## config.mk

```make
export PLATFORM = sky130hd
export DESIGN_NAME = mips_ins_encoder
export DESIGN_NICKNAME = d
export VERILOG_FILES = /design/src/rtl/mips_ins_encoder_pkg.sv /design/src/rtl/ins_fifo.sv /design/src/rtl/mips_ins_encoder.sv
export SDC_FILE = /design/constraint.sdc
export NUM_CORES = 1
export LEC_CHECK = 0
export CELL_PAD_IN_SITES_DETAIL_PLACEMENT = 0
export CELL_PAD_IN_SITES_GLOBAL_PLACEMENT = 2
export CORE_UTILIZATION = 30
export DETAILED_ROUTE_END_ITERATION = 6
export PLACE_DENSITY_LB_ADDON = 0.1
export RECOVER_POWER = 100
export REMOVE_ABC_BUFFERS = 1
export SLEW_MARGIN = 5
export SYNTH_ARGS = -nofsm -noshare
export SYNTH_HDL_FRONTEND = slang
export SYNTH_SLANG_ARGS = --single-unit
```

## constraint.sdc

```tcl
create_clock -name clk -period 4.7 [get_ports clk]
set_input_delay 0.47 -clock clk [delete_from_list [all_inputs] [get_ports clk]]
set_output_delay 0.47 -clock clk [all_outputs]
set_load 0.02 [all_outputs]
```

## src/rtl/mips_ins_encoder_pkg.sv

```systemverilog
// MIPS ISA constants shared with the decoder (mirror of mips_isa_defs.vh): opcodes, functs,
// REGIMM rt codes, mnemonic IDs 0..49 and the NOP word.
package mips_ins_encoder_pkg;

    // Primary opcodes
    localparam logic [5:0] OpSpecial = 6'h00;
    localparam logic [5:0] OpRegimm  = 6'h01;
    localparam logic [5:0] OpJ       = 6'h02;
    localparam logic [5:0] OpJal     = 6'h03;
    localparam logic [5:0] OpBeq     = 6'h04;
    localparam logic [5:0] OpBne     = 6'h05;
    localparam logic [5:0] OpBlez    = 6'h06;
    localparam logic [5:0] OpBgtz    = 6'h07;
    localparam logic [5:0] OpAddi    = 6'h08;
    localparam logic [5:0] OpAddiu   = 6'h09;
    localparam logic [5:0] OpSlti    = 6'h0a;
    localparam logic [5:0] OpSltiu   = 6'h0b;
    localparam logic [5:0] OpAndi    = 6'h0c;
    localparam logic [5:0] OpOri     = 6'h0d;
    localparam logic [5:0] OpXori    = 6'h0e;
    localparam logic [5:0] OpLui     = 6'h0f;
    localparam logic [5:0] OpLb      = 6'h20;
    localparam logic [5:0] OpLh      = 6'h21;
    localparam logic [5:0] OpLw      = 6'h23;
    localparam logic [5:0] OpLbu     = 6'h24;
    localparam logic [5:0] OpLhu     = 6'h25;
    localparam logic [5:0] OpSb      = 6'h28;
    localparam logic [5:0] OpSh      = 6'h29;
    localparam logic [5:0] OpSw      = 6'h2b;

    // SPECIAL funct codes
    localparam logic [5:0] FnSll   = 6'h00;
    localparam logic [5:0] FnSrl   = 6'h02;
    localparam logic [5:0] FnSra   = 6'h03;
    localparam logic [5:0] FnSllv  = 6'h04;
    localparam logic [5:0] FnSrlv  = 6'h06;
    localparam logic [5:0] FnSrav  = 6'h07;
    localparam logic [5:0] FnJr    = 6'h08;
    localparam logic [5:0] FnJalr  = 6'h09;
    localparam logic [5:0] FnMfhi  = 6'h10;
    localparam logic [5:0] FnMthi  = 6'h11;
    localparam logic [5:0] FnMflo  = 6'h12;
    localparam logic [5:0] FnMtlo  = 6'h13;
    localparam logic [5:0] FnMult  = 6'h18;
    localparam logic [5:0] FnMultu = 6'h19;
    localparam logic [5:0] FnDiv   = 6'h1a;
    localparam logic [5:0] FnDivu  = 6'h1b;
    localparam logic [5:0] FnAdd   = 6'h20;
    localparam logic [5:0] FnAddu  = 6'h21;
    localparam logic [5:0] FnSub   = 6'h22;
    localparam logic [5:0] FnSubu  = 6'h23;
    localparam logic [5:0] FnAnd   = 6'h24;
    localparam logic [5:0] FnOr    = 6'h25;
    localparam logic [5:0] FnXor   = 6'h26;
    localparam logic [5:0] FnNor   = 6'h27;
    localparam logic [5:0] FnSlt   = 6'h2a;
    localparam logic [5:0] FnSltu  = 6'h2b;

    // REGIMM rt codes
    localparam logic [4:0] RtBltz = 5'b00000;
    localparam logic [4:0] RtBgez = 5'b00001;

    // Mnemonic IDs
    localparam logic [5:0] MnAdd   = 6'd0;
    localparam logic [5:0] MnAddu  = 6'd1;
    localparam logic [5:0] MnSub   = 6'd2;
    localparam logic [5:0] MnSubu  = 6'd3;
    localparam logic [5:0] MnAnd   = 6'd4;
    localparam logic [5:0] MnOr    = 6'd5;
    localparam logic [5:0] MnXor   = 6'd6;
    localparam logic [5:0] MnNor   = 6'd7;
    localparam logic [5:0] MnSlt   = 6'd8;
    localparam logic [5:0] MnSltu  = 6'd9;
    localparam logic [5:0] MnSll   = 6'd10;
    localparam logic [5:0] MnSrl   = 6'd11;
    localparam logic [5:0] MnSra   = 6'd12;
    localparam logic [5:0] MnSllv  = 6'd13;
    localparam logic [5:0] MnSrlv  = 6'd14;
    localparam logic [5:0] MnSrav  = 6'd15;
    localparam logic [5:0] MnMult  = 6'd16;
    localparam logic [5:0] MnMultu = 6'd17;
    localparam logic [5:0] MnDiv   = 6'd18;
    localparam logic [5:0] MnDivu  = 6'd19;
    localparam logic [5:0] MnMfhi  = 6'd20;
    localparam logic [5:0] MnMflo  = 6'd21;
    localparam logic [5:0] MnMthi  = 6'd22;
    localparam logic [5:0] MnMtlo  = 6'd23;
    localparam logic [5:0] MnJr    = 6'd24;
    localparam logic [5:0] MnJalr  = 6'd25;
    localparam logic [5:0] MnAddi  = 6'd26;
    localparam logic [5:0] MnAddiu = 6'd27;
    localparam logic [5:0] MnAndi  = 6'd28;
    localparam logic [5:0] MnOri   = 6'd29;
    localparam logic [5:0] MnXori  = 6'd30;
    localparam logic [5:0] MnLui   = 6'd31;
    localparam logic [5:0] MnSlti  = 6'd32;
    localparam logic [5:0] MnSltiu = 6'd33;
    localparam logic [5:0] MnBeq   = 6'd34;
    localparam logic [5:0] MnBne   = 6'd35;
    localparam logic [5:0] MnBlez  = 6'd36;
    localparam logic [5:0] MnBgtz  = 6'd37;
    localparam logic [5:0] MnBltz  = 6'd38;
    localparam logic [5:0] MnBgez  = 6'd39;
    localparam logic [5:0] MnJ     = 6'd40;
    localparam logic [5:0] MnJal   = 6'd41;
    localparam logic [5:0] MnLb    = 6'd42;
    localparam logic [5:0] MnLbu   = 6'd43;
    localparam logic [5:0] MnLh    = 6'd44;
    localparam logic [5:0] MnLhu   = 6'd45;
    localparam logic [5:0] MnLw    = 6'd46;
    localparam logic [5:0] MnSb    = 6'd47;
    localparam logic [5:0] MnSh    = 6'd48;
    localparam logic [5:0] MnSw    = 6'd49;

    localparam int unsigned NumMnem = 50;
    localparam logic [31:0] NopWord = 32'h0000_0000;

    // Control-transfer mnemonics, i.e. those followed by a delay slot
    function automatic logic is_branch_mnem(input logic [5:0] mnem);
        return mnem inside {MnBeq, MnBne, MnBlez, MnBgtz, MnBltz, MnBgez,
                            MnJ, MnJal, MnJr, MnJalr};
    endfunction

endpackage

```

## src/rtl/ins_fifo.sv

```systemverilog
// Synchronous FIFO for encoded instruction words with registered occupancy and
// full/empty/free-slot status.
module ins_fifo #(
    parameter int unsigned Depth = 4,
    parameter int unsigned Width = 32,
    localparam int unsigned AddrW = $clog2(Depth),
    localparam int unsigned CntW  = AddrW + 1
) (
    input  logic             clk_i,
    input  logic             rst_ni,
    input  logic             push_i,
    input  logic [Width-1:0] push_data_i,
    input  logic             pop_i,
    output logic [Width-1:0] head_o,
    output logic             full_o,
    output logic             empty_o,
    output logic [CntW-1:0]  free_o
);

    localparam logic [CntW-1:0] DepthC = CntW'(Depth);

    logic [Width-1:0] mem_q [Depth];
    logic [AddrW-1:0] wr_ptr_q, wr_ptr_d;
    logic [AddrW-1:0] rd_ptr_q, rd_ptr_d;
    logic [CntW-1:0]  count_q, count_d;
    logic             do_push, do_pop;

    assign full_o  = (count_q == DepthC);
    assign empty_o = (count_q == '0);
    assign free_o  = DepthC - count_q;
    assign head_o  = mem_q[rd_ptr_q];

    assign do_push = push_i && !full_o;
    assign do_pop  = pop_i && !empty_o;

    // Depth is a power of two, so pointers wrap naturally
    always_comb begin
        wr_ptr_d = wr_ptr_q + AddrW'(do_push);
        rd_ptr_d = rd_ptr_q + AddrW'(do_pop);
        count_d  = count_q;
        if (do_push && !do_pop) begin
            count_d = count_q + 1'b1;
        end else if (do_pop && !do_push) begin
            count_d = count_q - 1'b1;
        end
    end

    always_ff @(posedge clk_i) begin
        if (!rst_ni) begin
            wr_ptr_q <= '0;
            rd_ptr_q <= '0;
            count_q  <= '0;
        end else begin
            wr_ptr_q <= wr_ptr_d;
            rd_ptr_q <= rd_ptr_d;
            count_q  <= count_d;
        end
    end

    always_ff @(posedge clk_i) begin
        if (rst_ni && do_push) begin
            mem_q[wr_ptr_q] <= push_data_i;
        end
    end

endmodule

```

## src/rtl/mips_ins_encoder.sv

```systemverilog
// Encodes mnemonic requests into MIPS words and streams them to instruction memory.
// Optional delay-slot NOP insertion via MIPS_ENC_DSLOT_NOP_EN.
module mips_ins_encoder
    import mips_ins_encoder_pkg::*;
#(
    parameter int unsigned FIFO_DEPTH = 4,
    parameter logic [31:0] BASE_ADDR  = 32'h0000_3000
) (
    input  logic        clk,
    input  logic        reset,
    input  logic        in_valid,
    output logic        in_ready,
    input  logic [5:0]  in_mnem,
    input  logic [4:0]  in_rs,
    input  logic [4:0]  in_rt,
    input  logic [4:0]  in_rd,
    input  logic [4:0]  in_shamt,
    input  logic [15:0] in_imm,
    input  logic [25:0] in_target,
    output logic        im_we,
    output logic [31:0] im_addr,
    output logic [31:0] im_data,
    input  logic        im_ready,
    output logic        err_illegal,
    output logic [15:0] word_cnt
);

    localparam int unsigned CntW = $clog2(FIFO_DEPTH) + 1;

    logic [5:0]  op, funct;
    logic [4:0]  enc_rs, enc_rt, enc_rd, enc_sh;
    logic        r_type, j_type, legal;
    logic [31:0] enc_word;

    always_comb begin
        op     = OpSpecial;
        funct  = '0;
        enc_rs = in_rs;
        enc_rt = in_rt;
        enc_rd = in_rd;
        enc_sh = '0;
        r_type = 1'b0;
        j_type = 1'b0;
        legal  = 1'b1;
        case (in_mnem)
            MnAdd:   begin r_type = 1'b1; funct = FnAdd;  end
            MnAddu:  begin r_type = 1'b1; funct = FnAddu; end
            MnSub:   begin r_type = 1'b1; funct = FnSub;  end
            MnSubu:  begin r_type = 1'b1; funct = FnSubu; end
            MnAnd:   begin r_type = 1'b1; funct = FnAnd;  end
            MnOr:    begin r_type = 1'b1; funct = FnOr;   end
            MnXor:   begin r_type = 1'b1; funct = FnXor;  end
            MnNor:   begin r_type = 1'b1; funct = FnNor;  end
            MnSlt:   begin r_type = 1'b1; funct = FnSlt;  end
            MnSltu:  begin r_type = 1'b1; funct = FnSltu; end
            MnSll:   begin r_type = 1'b1; funct = FnSll; enc_sh = in_shamt; end
            MnSrl:   begin r_type = 1'b1; funct = FnSrl; enc_sh = in_shamt; end
            MnSra:   begin r_type = 1'b1; funct = FnSra; enc_sh = in_shamt; end
            MnSllv:  begin r_type = 1'b1; funct = FnSllv; end
            MnSrlv:  begin r_type = 1'b1; funct = FnSrlv; end
            MnSrav:  begin r_type = 1'b1; funct = FnSrav; end
            MnMult:  begin r_type = 1'b1; funct = FnMult;  enc_rd = '0; end
            MnMultu: begin r_type = 1'b1; funct = FnMultu; enc_rd = '0; end
            MnDiv:   begin r_type = 1'b1; funct = FnDiv;   enc_rd = '0; end
            MnDivu:  begin r_type = 1'b1; funct = FnDivu;  enc_rd = '0; end
            MnMfhi:  begin r_type = 1'b1; funct = FnMfhi; enc_rs = '0; enc_rt = '0; end
            MnMflo:  begin r_type = 1'b1; funct = FnMflo; enc_rs = '0; enc_rt = '0; end
            MnMthi:  begin r_type = 1'b1; funct = FnMthi; enc_rt = '0; enc_rd = '0; end
            MnMtlo:  begin r_type = 1'b1; funct = FnMtlo; enc_rt = '0; enc_rd = '0; end
            MnJr:    begin r_type = 1'b1; funct = FnJr;   enc_rt = '0; enc_rd = '0; end
            MnJalr:  begin r_type = 1'b1; funct = FnJalr; enc_rt = '0; end
            MnAddi:  op = OpAddi;
            MnAddiu: op = OpAddiu;
            MnAndi:  op = OpAndi;
            MnOri:   op = OpOri;
            MnXori:  op = OpXori;
            MnLui:   begin op = OpLui; enc_rs = '0; end
            MnSlti:  op = OpSlti;
            MnSltiu: op = OpSltiu;
            MnBeq:   op = OpBeq;
            MnBne:   op = OpBne;
            MnBlez:  begin op = OpBlez;   enc_rt = '0;     end
            MnBgtz:  begin op = OpBgtz;   enc_rt = '0;     end
            MnBltz:  begin op = OpRegimm; enc_rt = RtBltz; end
            MnBgez:  begin op = OpRegimm; enc_rt = RtBgez; end
            MnJ:     begin op = OpJ;   j_type = 1'b1; end
            MnJal:   begin op = OpJal; j_type = 1'b1; end
            MnLb:    op = OpLb;
            MnLbu:   op = OpLbu;
            MnLh:    op = OpLh;
            MnLhu:   op = OpLhu;
            MnLw:    op = OpLw;
            MnSb:    op = OpSb;
            MnSh:    op = OpSh;
            MnSw:    op = OpSw;
            default: legal = 1'b0;
        endcase
        if (j_type) begin
            enc_word = {op, in_target};
        end else if (r_type) begin
            enc_word = {OpSpecial, enc_rs, enc_rt, enc_rd, enc_sh, funct};
        end else begin
            enc_word = {op, enc_rs, enc_rt, in_imm};
        end
    end

    logic            accept, push, pop;
    logic [31:0]     push_data, fifo_head;
    logic            fifo_full, fifo_empty;
    logic [CntW-1:0] fifo_free;

    assign accept = in_valid && in_ready;

`ifdef MIPS_ENC_DSLOT_NOP_EN
    logic nop_pend_q, nop_pend_d;

    // Two free slots guarantee room for a branch and its trailing NOP
    assign in_ready   = (fifo_free >= CntW'(2)) && !nop_pend_q;
    assign nop_pend_d = accept && legal && is_branch_mnem(in_mnem);
    assign push       = nop_pend_q || (accept && legal);
    assign push_data  = nop_pend_q ? NopWord : enc_word;

    always_ff @(posedge clk) begin
        if (!reset) begin
            nop_pend_q <= 1'b0;
        end else begin
            nop_pend_q <= nop_pend_d;
        end
    end
`else
    assign in_ready  = !fifo_full;
    assign push      = accept && legal;
    assign push_data = enc_word;
`endif

    ins_fifo #(
        .Depth (FIFO_DEPTH),
        .Width (32)
    ) u_fifo (
        .clk_i       (clk),
        .rst_ni      (reset),
        .push_i      (push),
        .push_data_i (push_data),
        .pop_i       (pop),
        .head_o      (fifo_head),
        .full_o      (fifo_full),
        .empty_o     (fifo_empty),
        .free_o      (fifo_free)
    );

    always_comb begin
        assert (fifo_full == (fifo_free == '0));
    end

    assign im_we   = !fifo_empty;
    assign im_data = fifo_empty ? '0 : fifo_head;
    assign pop     = im_we && im_ready;

    logic [31:0] im_addr_q, im_addr_d;
    logic [15:0] word_cnt_q, word_cnt_d;
    logic        err_q, err_d;

    always_comb begin
        im_addr_d  = im_addr_q;
        word_cnt_d = word_cnt_q;
        err_d      = err_q || (accept && !legal);
        if (pop) begin
            im_addr_d = im_addr_q + 32'd4;
            if (word_cnt_q != 16'hFFFF) begin
                word_cnt_d = word_cnt_q + 16'd1;
            end
        end
    end

    always_ff @(posedge clk) begin
        if (!reset) begin
            im_addr_q  <= BASE_ADDR;
            word_cnt_q <= '0;
            err_q      <= 1'b0;
        end else begin
            im_addr_q  <= im_addr_d;
            word_cnt_q <= word_cnt_d;
            err_q      <= err_d;
        end
    end

    assign im_addr     = im_addr_q;
    assign word_cnt    = word_cnt_q;
    assign err_illegal = err_q;

endmodule

```

==> flow_summary.toml, run 1 <==
[run_status]
status = "finished, violations left"
violations = "max-capacitance violations, max-slew violations"

[sta]
fin_crit_sh_pct = 82.6
max-slew-margin-rel_pct = -23.0
min_period_ps = 3880
rsz0062_at_grt = "false"
drv_slew = 49
fin_setup_tns_ps = 0
fmax_mhz = 258
report.final.hold_viol_count = 0
setup_viol = 0
skew_ps = 14.0
worstMarginPinSlew_ps = 1850

[die]
fp.coreArea_um2 = 27100
pin_count = 155
start_util_pct = 30.8
die_y_um = 169
dieWidth_um = 169
fp-row-count = 60
die-area_um2 = 28500

[synthesis]
ys_warn_count = 0
synth_edf_count = 124
netlist-cell-type-count = 64
ys.flop_type = "edfxtp_1"
synth_cells = 670
synth-seq-cells = 178
netlist_area_um2 = 8330
ys_seq_area_share_pct = 57.6
synth_area_per_cell_um2 = 12.4
async_flop_share_pct = 0

[power]
power_density_nw_per_um2 = 427
power_frac_seq_pct = 40.9
p_int_uw = 3160
p_switching_uw = 1450
clkPwrFrac_pct = 30.6
comb_power_share_pct = 28.4
ir_drop_mv = 0.194
switching_share_pct = 31.5
power_leakage_uw = 0.00366

[route]
drc = 0
wl_um = 22300
drtAntennaViolNets = 0
vias_per_cell = 5.14
drtPass1Iterations = 4
vias = 6189
avgRoutedWirePerCell_um = 18.6
drt_iter0_drc = 359

[cells_and_area]
n_fill_cell = 2587
diodes = 0
areaGrowthSynthToFinish_pct = 29.7
register_area_um2 = 4810
fin_cells = 1204
nets = 897
drive_above_1_share_pct = 9.74
multiInputGateArea_um2 = 3270

[worst_hold_path]
min_path_type = "reg2reg"
min_from = "err_illegal"

[setup_path]
crit_path_max_fanout = 24
critical_path_class = "in2reg"
crit_start = "in_mnem[2]"
endpoint_kind = "flip-flop"
r2r-start = "u_fifo.count_q[0]"
cp-start-kind = "primary input"
critPathSlowestCell = "nor2_1"
crit_chain = "dlygate4sd3_1 > clkbuf_1 > o311a_1 > and4b_1 > nand2_1 > nor2_1 > clkbuf_1"
arrival_ps = 3940
cp.buffers_inverters = 3
cp_common_cell = "clkbuf_1"
required_ps = 4760
path_delay_family = "buffers and inverters"
critPathMaxStageDelay_ps = 1020

[clocking]
clk_pin_slew_ps = 70
htreeDepth = 4
cts-root-buf = "clkbuf_16"
cts_setup_buffers = 0
cts_tree = "done"
cts_buffer_depth = 2
cts_resized = 0
numCtsBuffers = 17
cts-hold-fix-buffers = 0
clock_sinks = 178
clock_latency_ps = 430

[global_route]
grt_first_pass_wirelength_um = 34700
grt_pass1_vias = 6161
grt_overflow = 0
grt_antenna_before_repair = 1
grt_start_max_net_pins = 33
track_usage_pct = 16.0

[placed_design]
port_buffers = 151
dp_hpwl_um = 15100
dpl.cell_count = 1172
gp_congestion = 0.783

[job]
max_cap_violations = 2
worst paths after layout:
kind                            cells past startpoint  slack (ps)                  to
worst max-delay path                                7         820  u_fifo.mem_q[1][2]
worst min-delay path                                2         480         err_illegal
worst max register to register                      5        1760  u_fifo.mem_q[1][2]
worst min register to register                      2         480         err_illegal
layout make-up:
cell class | count | area share (%)
repair buffers | 168 | 14.9
well taps | 372 | 4.31
clock inverters | 15 | 1.55
inverters | 15 | 0.521
multi-input cells | 439 | 30.3
flip-flops and latches | 178 | 44.5
clock buffers | 17 | 3.94
per-layer routing:
| layer | GRT usage (%) | wire length [µm] |
|---|---|---|
| met2 | 26.9 | 10900 |
| met5 | 0 | 0 |
| met4 | 3.44 | 125 |
| met3 | 3.23 | 979 |
| met1 | 21.2 | 10300 |
registers in the layout, summed over array words and instances (netlist names):
register and cells:
err_illegal 1, u_fifo.mem_q 124, u_fifo.rd_ptr_q 2, im_addr 30, u_fifo.count_q 3, u_fifo.wr_ptr_q 2
word_cnt 16
synth_stat cells, types with 3 or more instances:
library cell  number  share of area (%)
edfxtp_1         124                 45
dfxtp_1           54                 13
nand2_1           44                2.0
a21oi_1           43                2.6
and2_1            36                2.7
mux4_2            31                8.4
nor2_1            26                1.2
o21ai_0           25                1.5
clkbuf_1          23                1.0
o31ai_1           21                1.9
or4_1             18                1.6
nand3_1           17                1.0
nand4_1           17                1.3
and3_1            15                1.1
inv_1             15               0.68
or3_1             13               0.98
a221o_1           12                1.4
a22o_1             9               0.95
nand2b_1           8               0.60
nor2b_1            8               0.60
xor2_1             8               0.84
xnor2_1            7               0.74
nor3_1             6               0.36
o22ai_1            6               0.45
and4_1             5               0.53
buf_1              5               0.23
buf_2              5               0.30
ha_1               5               0.75
nor4_1             5               0.38
o41ai_1            4               0.42
a21o_1             3               0.27
a22oi_1            3               0.27
a31oi_1            3               0.23
buf_4              3               0.27
buf_6              3               0.41
mux2i_1            3               0.36
nor3b_1            3               0.27
power by group through the flow:
stage / clock (µW) / sequential [µW] / combinational (µW)
after global routing: 1510 / 1910 / 1410
after CTS: 1460 / 1900 / 1400
final: 1410 / 1890 / 1310
after global placement: 0 / 1930 / 1380
after detailed placement: 0 / 1930 / 1390
after floorplan: 0 / 1910 / 729
metrics by stage:
step | cell area (µm²) | utilization [%] | hold WS, ps | power [µW] | setup WS (ps)
3_5_place_dp | 10300 | 37.9 | 463 | 3330 | 1470
5_1_grt | 10800 | 39.9 | 507 | 4840 | 518
3_3_place_gp | 10300 | 37.9 | 460 | 3310 | 1540
4_1_cts | 10900 | 40.1 | 487 | 4750 | 1110
2_1_floorplan | 8150 | - | 502 | 2640 | 780
6_report | 10800 | 39.9 | 477 | 4610 | 819
cell families after synthesis:
| group | count (synthesis) | share of synthesized area (%) |
|---|---|---|
| flip-flops | 178 | 57.6 |
| XOR/XNOR | 15 | 1.58 |
| other | 1 | 0.0450 |
| AND/OR/NAND/NOR | 235 | 16.2 |
| buffers and inverters | 55 | 3.03 |
| adder cells (fa/ha/maj) | 6 | 0.991 |
| AO/OA/AOI/OAI | 146 | 11.8 |
| multiplexers | 34 | 8.74 |
worst min-delay path, cell delays in order, from the launching register on:
cell and delay [ps]:
dfxtp_1 330, a31oi_1 50, nor2_1 70
layout by cell type (no fill, tap or decap), drive strengths merged, types with 13 or more instances in the layout:
cell           count
edfxtp           124
clkdlybuf4s50     83
dlygate4sd3       68
dfxtp             54
nand2             44
a21oi             43
and2              36
mux4              31
nor2              26
o21ai             25
clkbuf            25
inv               23
o31ai             21
or4               19
nand4             18
nand3             17
and3              16
or3               13
(Power assumes the default switching activity.)
==> run 2: changes to the inputs <==
- clock period: 4.7 -> 3.91 ns (I/O delays scaled with it)
==> flow_summary.toml, run 2 (synthesized netlist as in run 1, its figures left out) <==
[run_status]
status = "finished, violations left"
violations = "max-capacitance violations, max-slew violations"

[route]
vias = 6126
vias_per_cell = 5.07
drtAntennaViolNets = 0
wl_um = 22800
avgRoutedWirePerCell_um = 18.8
drt_iter0_drc = 350
drtPass1Iterations = 4
drc = 0

[placed_design]
dp_hpwl_um = 15400
placed_cell_area_um2 = 10300
port_buffers = 151
dpl.cell_count = 1177
gp_congestion = 0.785
dp_slack_ps = 935

[die]
start_util_pct = 30.8
pin_count = 155
fp.coreArea_um2 = 27100
die-area_um2 = 28500
fp-row-count = 60
die_y_um = 169
dieWidth_um = 169

[sta]
skew_ps = 14.2
worstMarginPinSlew_ps = 1760
fmax_mhz = 298
drv_slew = 36
setup_viol = 0
fin_setup_tns_ps = 0
rsz0062_at_grt = "false"
fin_crit_sh_pct = 85.8
timing.hold.ws_ps = 487
max-slew-margin-rel_pct = -17.3
setup_slack_ps = 555
report.final.hold_viol_count = 0
min_period_ps = 3350

[setup_path]
cp_common_cell = "clkbuf_1"
critPathMaxStageDelay_ps = 1000
required_ps = 4010
critical_path_class = "in2reg"
cp-start-kind = "primary input"
cp.buffers_inverters = 3
path_delay_family = "simple AND/OR/NAND/NOR gates"
crit_path_max_fanout = 24
arrival_ps = 3450
endpoint_kind = "flip-flop"
crit_chain = "dlygate4sd3_1 > clkbuf_1 > o311a_1 > and4b_1 > and3_1 > clkbuf_1"
critPathSlowestCell = "and3_1"

[power]
power_leakage_uw = 0.00370
ir_drop_mv = 0.256
p_switching_uw = 1760
power_frac_seq_pct = 39.6
comb_power_share_pct = 29.2
power_density_nw_per_um2 = 512
p_int_uw = 3810
clkPwrFrac_pct = 31.2
switching_share_pct = 31.6

[global_route]
grt_antenna_before_repair = 0
grt_first_pass_wirelength_um = 35800
grt_start_max_net_pins = 36
grt.busiest_layer = "met2"
grt_overflow = 0
gr-usage-met2_pct = 27.5
use_met1_pct = 21.7
track_usage_pct = 16.4
grt_pass1_vias = 6326
met3_usage_pct = 3.37

[clocking]
numCtsBuffers = 17
cts_setup_buffers = 0
htreeDepth = 4
cts_resized = 0
clock_latency_ps = 430
cts_tree = "done"
clk_pin_slew_ps = 70
cts-hold-fix-buffers = 0
clock_sinks = 178
cts_buffer_depth = 2
cts-root-buf = "clkbuf_16"

[cells_and_area]
fin_cells = 1209
multiInputGateArea_um2 = 3290
drive_above_1_share_pct = 9.92
final_common_cell = "edfxtp_1"
largest_reg_flops = 124
final_cell_mix = "edfxtp_1 (124), clkdlybuf4s50_1 (77), dlygate4sd3_1 (74)"
diodes = 0
nets = 902
n_fill_cell = 2583
top_register = "u_fifo.mem_q"
areaGrowthSynthToFinish_pct = 30.5
finish.instance_area_um2 = 10900
register_area_um2 = 4810

[job]
max_cap_violations = 1

[worst_hold_path]
min_path_type = "reg2reg"
[run 2: cell count changes in the layout (fill, tap and decap cells not counted), sizes merged]
cell           change
clkbuf             +5
clkinvlp           -1
clkinv             +2
clkdlybuf4s50      -6
inv                -1
dlygate4sd3        +6
[run 2: layer usage]
metal,share of wire (%),up-vias
met5,0,-
met4,0.82,0
met3,4.6,11
met2,49,130
met1,45,3037
li1,-,2948
[run 2: final cells by class]
class / count / share of cell area [%]
flip-flops and latches: 178 / 44.2
well taps: 372 / 4.28
inverters: 15 / 0.518
clock inverters: 15 / 1.70
multi-input cells: 439 / 30.2
clock buffers: 17 / 3.91
repair buffers: 173 / 15.2
[run 2: power by group through the flow]
stage | clock (µW) | sequential [µW] | combinational [µW]
floorplan | 0 | 2300 | 877
global placement | 0 | 2240 | 1740
detailed placement | 0 | 2250 | 1750
CTS | 1790 | 2210 | 1760
global route | 1870 | 2220 | 1760
finish | 1740 | 2210 | 1630
[run 2: path summary, 6_finish.rpt]
kind,cells past startpoint,to,slack [ps],from
setup / recovery,6,u_fifo.mem_q[3][0],560,in_mnem[4]
hold / removal,2,err_illegal,490,err_illegal
setup reg to reg,5,im_addr[20],1220,u_fifo.count_q[0]
hold reg to reg,2,err_illegal,490,err_illegal
[run 2: tightest hold or removal path, stage by stage (launching register included)]
cell and delay [ps]:
dfxtp_1 340, a31oi_1 50, nor2_1 70
[run 2: through the flow]
stage          utilization (%)  total power, µW
2_1_floorplan                -             3170
3_3_place_gp              38.2             3980
3_5_place_dp              38.2             4000
4_1_cts                   40.4             5750
5_1_grt                   40.1             5850
6_report                  40.1             5570
==> run 3: changes to the inputs <==
- CORE_MARGIN: default -> 2
==> flow_summary.toml, run 3 (synthesized netlist as in run 1, its figures left out) <==
[sta]
setup_viol = 0
fin_setup_tns_ps = 0
max-slew-margin-rel_pct = 28.8
skew_ps = 15.9
setup_slack_ps = 611
fin_crit_sh_pct = 84.4
fmax_mhz = 303
rsz0062_at_grt = "false"
min_period_ps = 3300
drv_slew = 0
report.final.hold_viol_count = 0
worstMarginPinSlew_ps = 1050

[clocking]
cts_resized = 0
numCtsBuffers = 17
cts_buffer_depth = 2
clock_latency_ps = 430
cts_setup_buffers = 0
cts_tree = "done"
cts-root-buf = "clkbuf_16"
clk_pin_slew_ps = 70
cts-hold-fix-buffers = 0
htreeDepth = 4
clock_sinks = 178

[route]
vias = 6168
vias_per_cell = 5.09
drc = 0
drt_iter0_drc = 316
wl_um = 22700
drtPass1Iterations = 5
drtAntennaViolNets = 0
avgRoutedWirePerCell_um = 18.8

[die]
die-area_um2 = 29100
fp.coreArea_um2 = 27600
start_util_pct = 30.2
pin_count = 155
fp-row-count = 61
dieWidth_um = 171
die_y_um = 171

[power]
power_density_nw_per_um2 = 512
power_leakage_uw = 0.00372
ir_drop_mv = 0.227

[setup_path]
required_ps = 3860
endpoint_kind = "flip-flop"
path_delay_family = "buffers and inverters"
cp.buffers_inverters = 3
arrival_ps = 3250
crit_chain = "dlygate4sd3_1 > clkbuf_1 > o311a_1 > and4b_1 > and3_2 > clkbuf_2"
critical_path_class = "in2reg"
critPathMaxStageDelay_ps = 770
crit_path_max_fanout = 31
critPathSlowestCell = "clkbuf_1"
cp-start-kind = "primary input"

[cells_and_area]
final_cell_mix = "edfxtp_1 (124), dlygate4sd3_1 (79), clkdlybuf4s50_1 (72)"
drive_above_1_share_pct = 10.4
final_core_util_pct = 39.5
areaGrowthSynthToFinish_pct = 30.5
top_register = "u_fifo.mem_q"
multiInputGateArea_um2 = 3300
largest_reg_flops = 124
nets = 899
register_area_um2 = 4810
diodes = 0
n_fill_cell = 2640
final_common_cell = "edfxtp_1"

[global_route]
track_usage_pct = 15.9
grt_first_pass_wirelength_um = 35300
grt_pass1_vias = 6382
grt_start_max_net_pins = 33
grt_overflow = 0
grt_antenna_before_repair = 2

[placed_design]
gp_congestion = 0.750
port_buffers = 151
dp_hpwl_um = 15300
dp_slack_ps = 1090

[job]
max_cap_violations = 0

[worst_hold_path]
min_path_type = "reg2reg"

[run_status]
status = "completed"
-- run 3: area by class of cell --
cell class / count / area share [%]
Clock buffer: 17 / 3.91
Clock inverter: 15 / 1.74
Inverter: 15 / 0.518
Multi-Input combinational cell: 439 / 30.3
Sequential cell: 178 / 44.2
Tap cell: 378 / 4.35
Timing Repair Buffer: 170 / 15.0
-- run 3: routing by layer --
layer / wire length (µm) / track usage, %
met1: 10200 / 20.6
met2: 11200 / 27.2
met3: 1100 / 3.68
met4: 151 / 3.23
met5: 23 / 0
-- run 3: final timing paths --
check,end,cells past startpoint,slack [ps],start
worst max-delay path,u_fifo.mem_q[3][31],6,610,in_mnem[4]
worst min register to register,err_illegal,2,480,err_illegal
worst max register to register,word_cnt[12],7,1240,u_fifo.count_q[0]
worst min-delay path,err_illegal,2,480,err_illegal
-- run 3: power breakdown --
group	leakage, µW	internal, µW	switching (µW)	total [µW]
clock network	0.000298	925	806	1730
registers	0.00157	2130	126	2250
logic	0.00185	759	826	1590
total	0.00372	3810	1760	5570
-- run 3: metrics by stage --
step	std cells	cell area [µm²]	hold WS (ps)	power, µW
4_1_cts	1212	10900	488	5760
6_report	1212	10900	483	5570
3_5_place_dp	1180	10300	463	4010
2_1_floorplan	632	8150	453	3170
5_1_grt	1212	10900	518	5850
3_3_place_gp	1180	10300	458	3990
-- run 3: tightest hold or removal path: cells and delay by family (launching register included) --
family           cells  cell delay (ps)
AND/OR/NAND/NOR      1               70
flip-flops           1              340
AO/OA/AOI/OAI        1               50
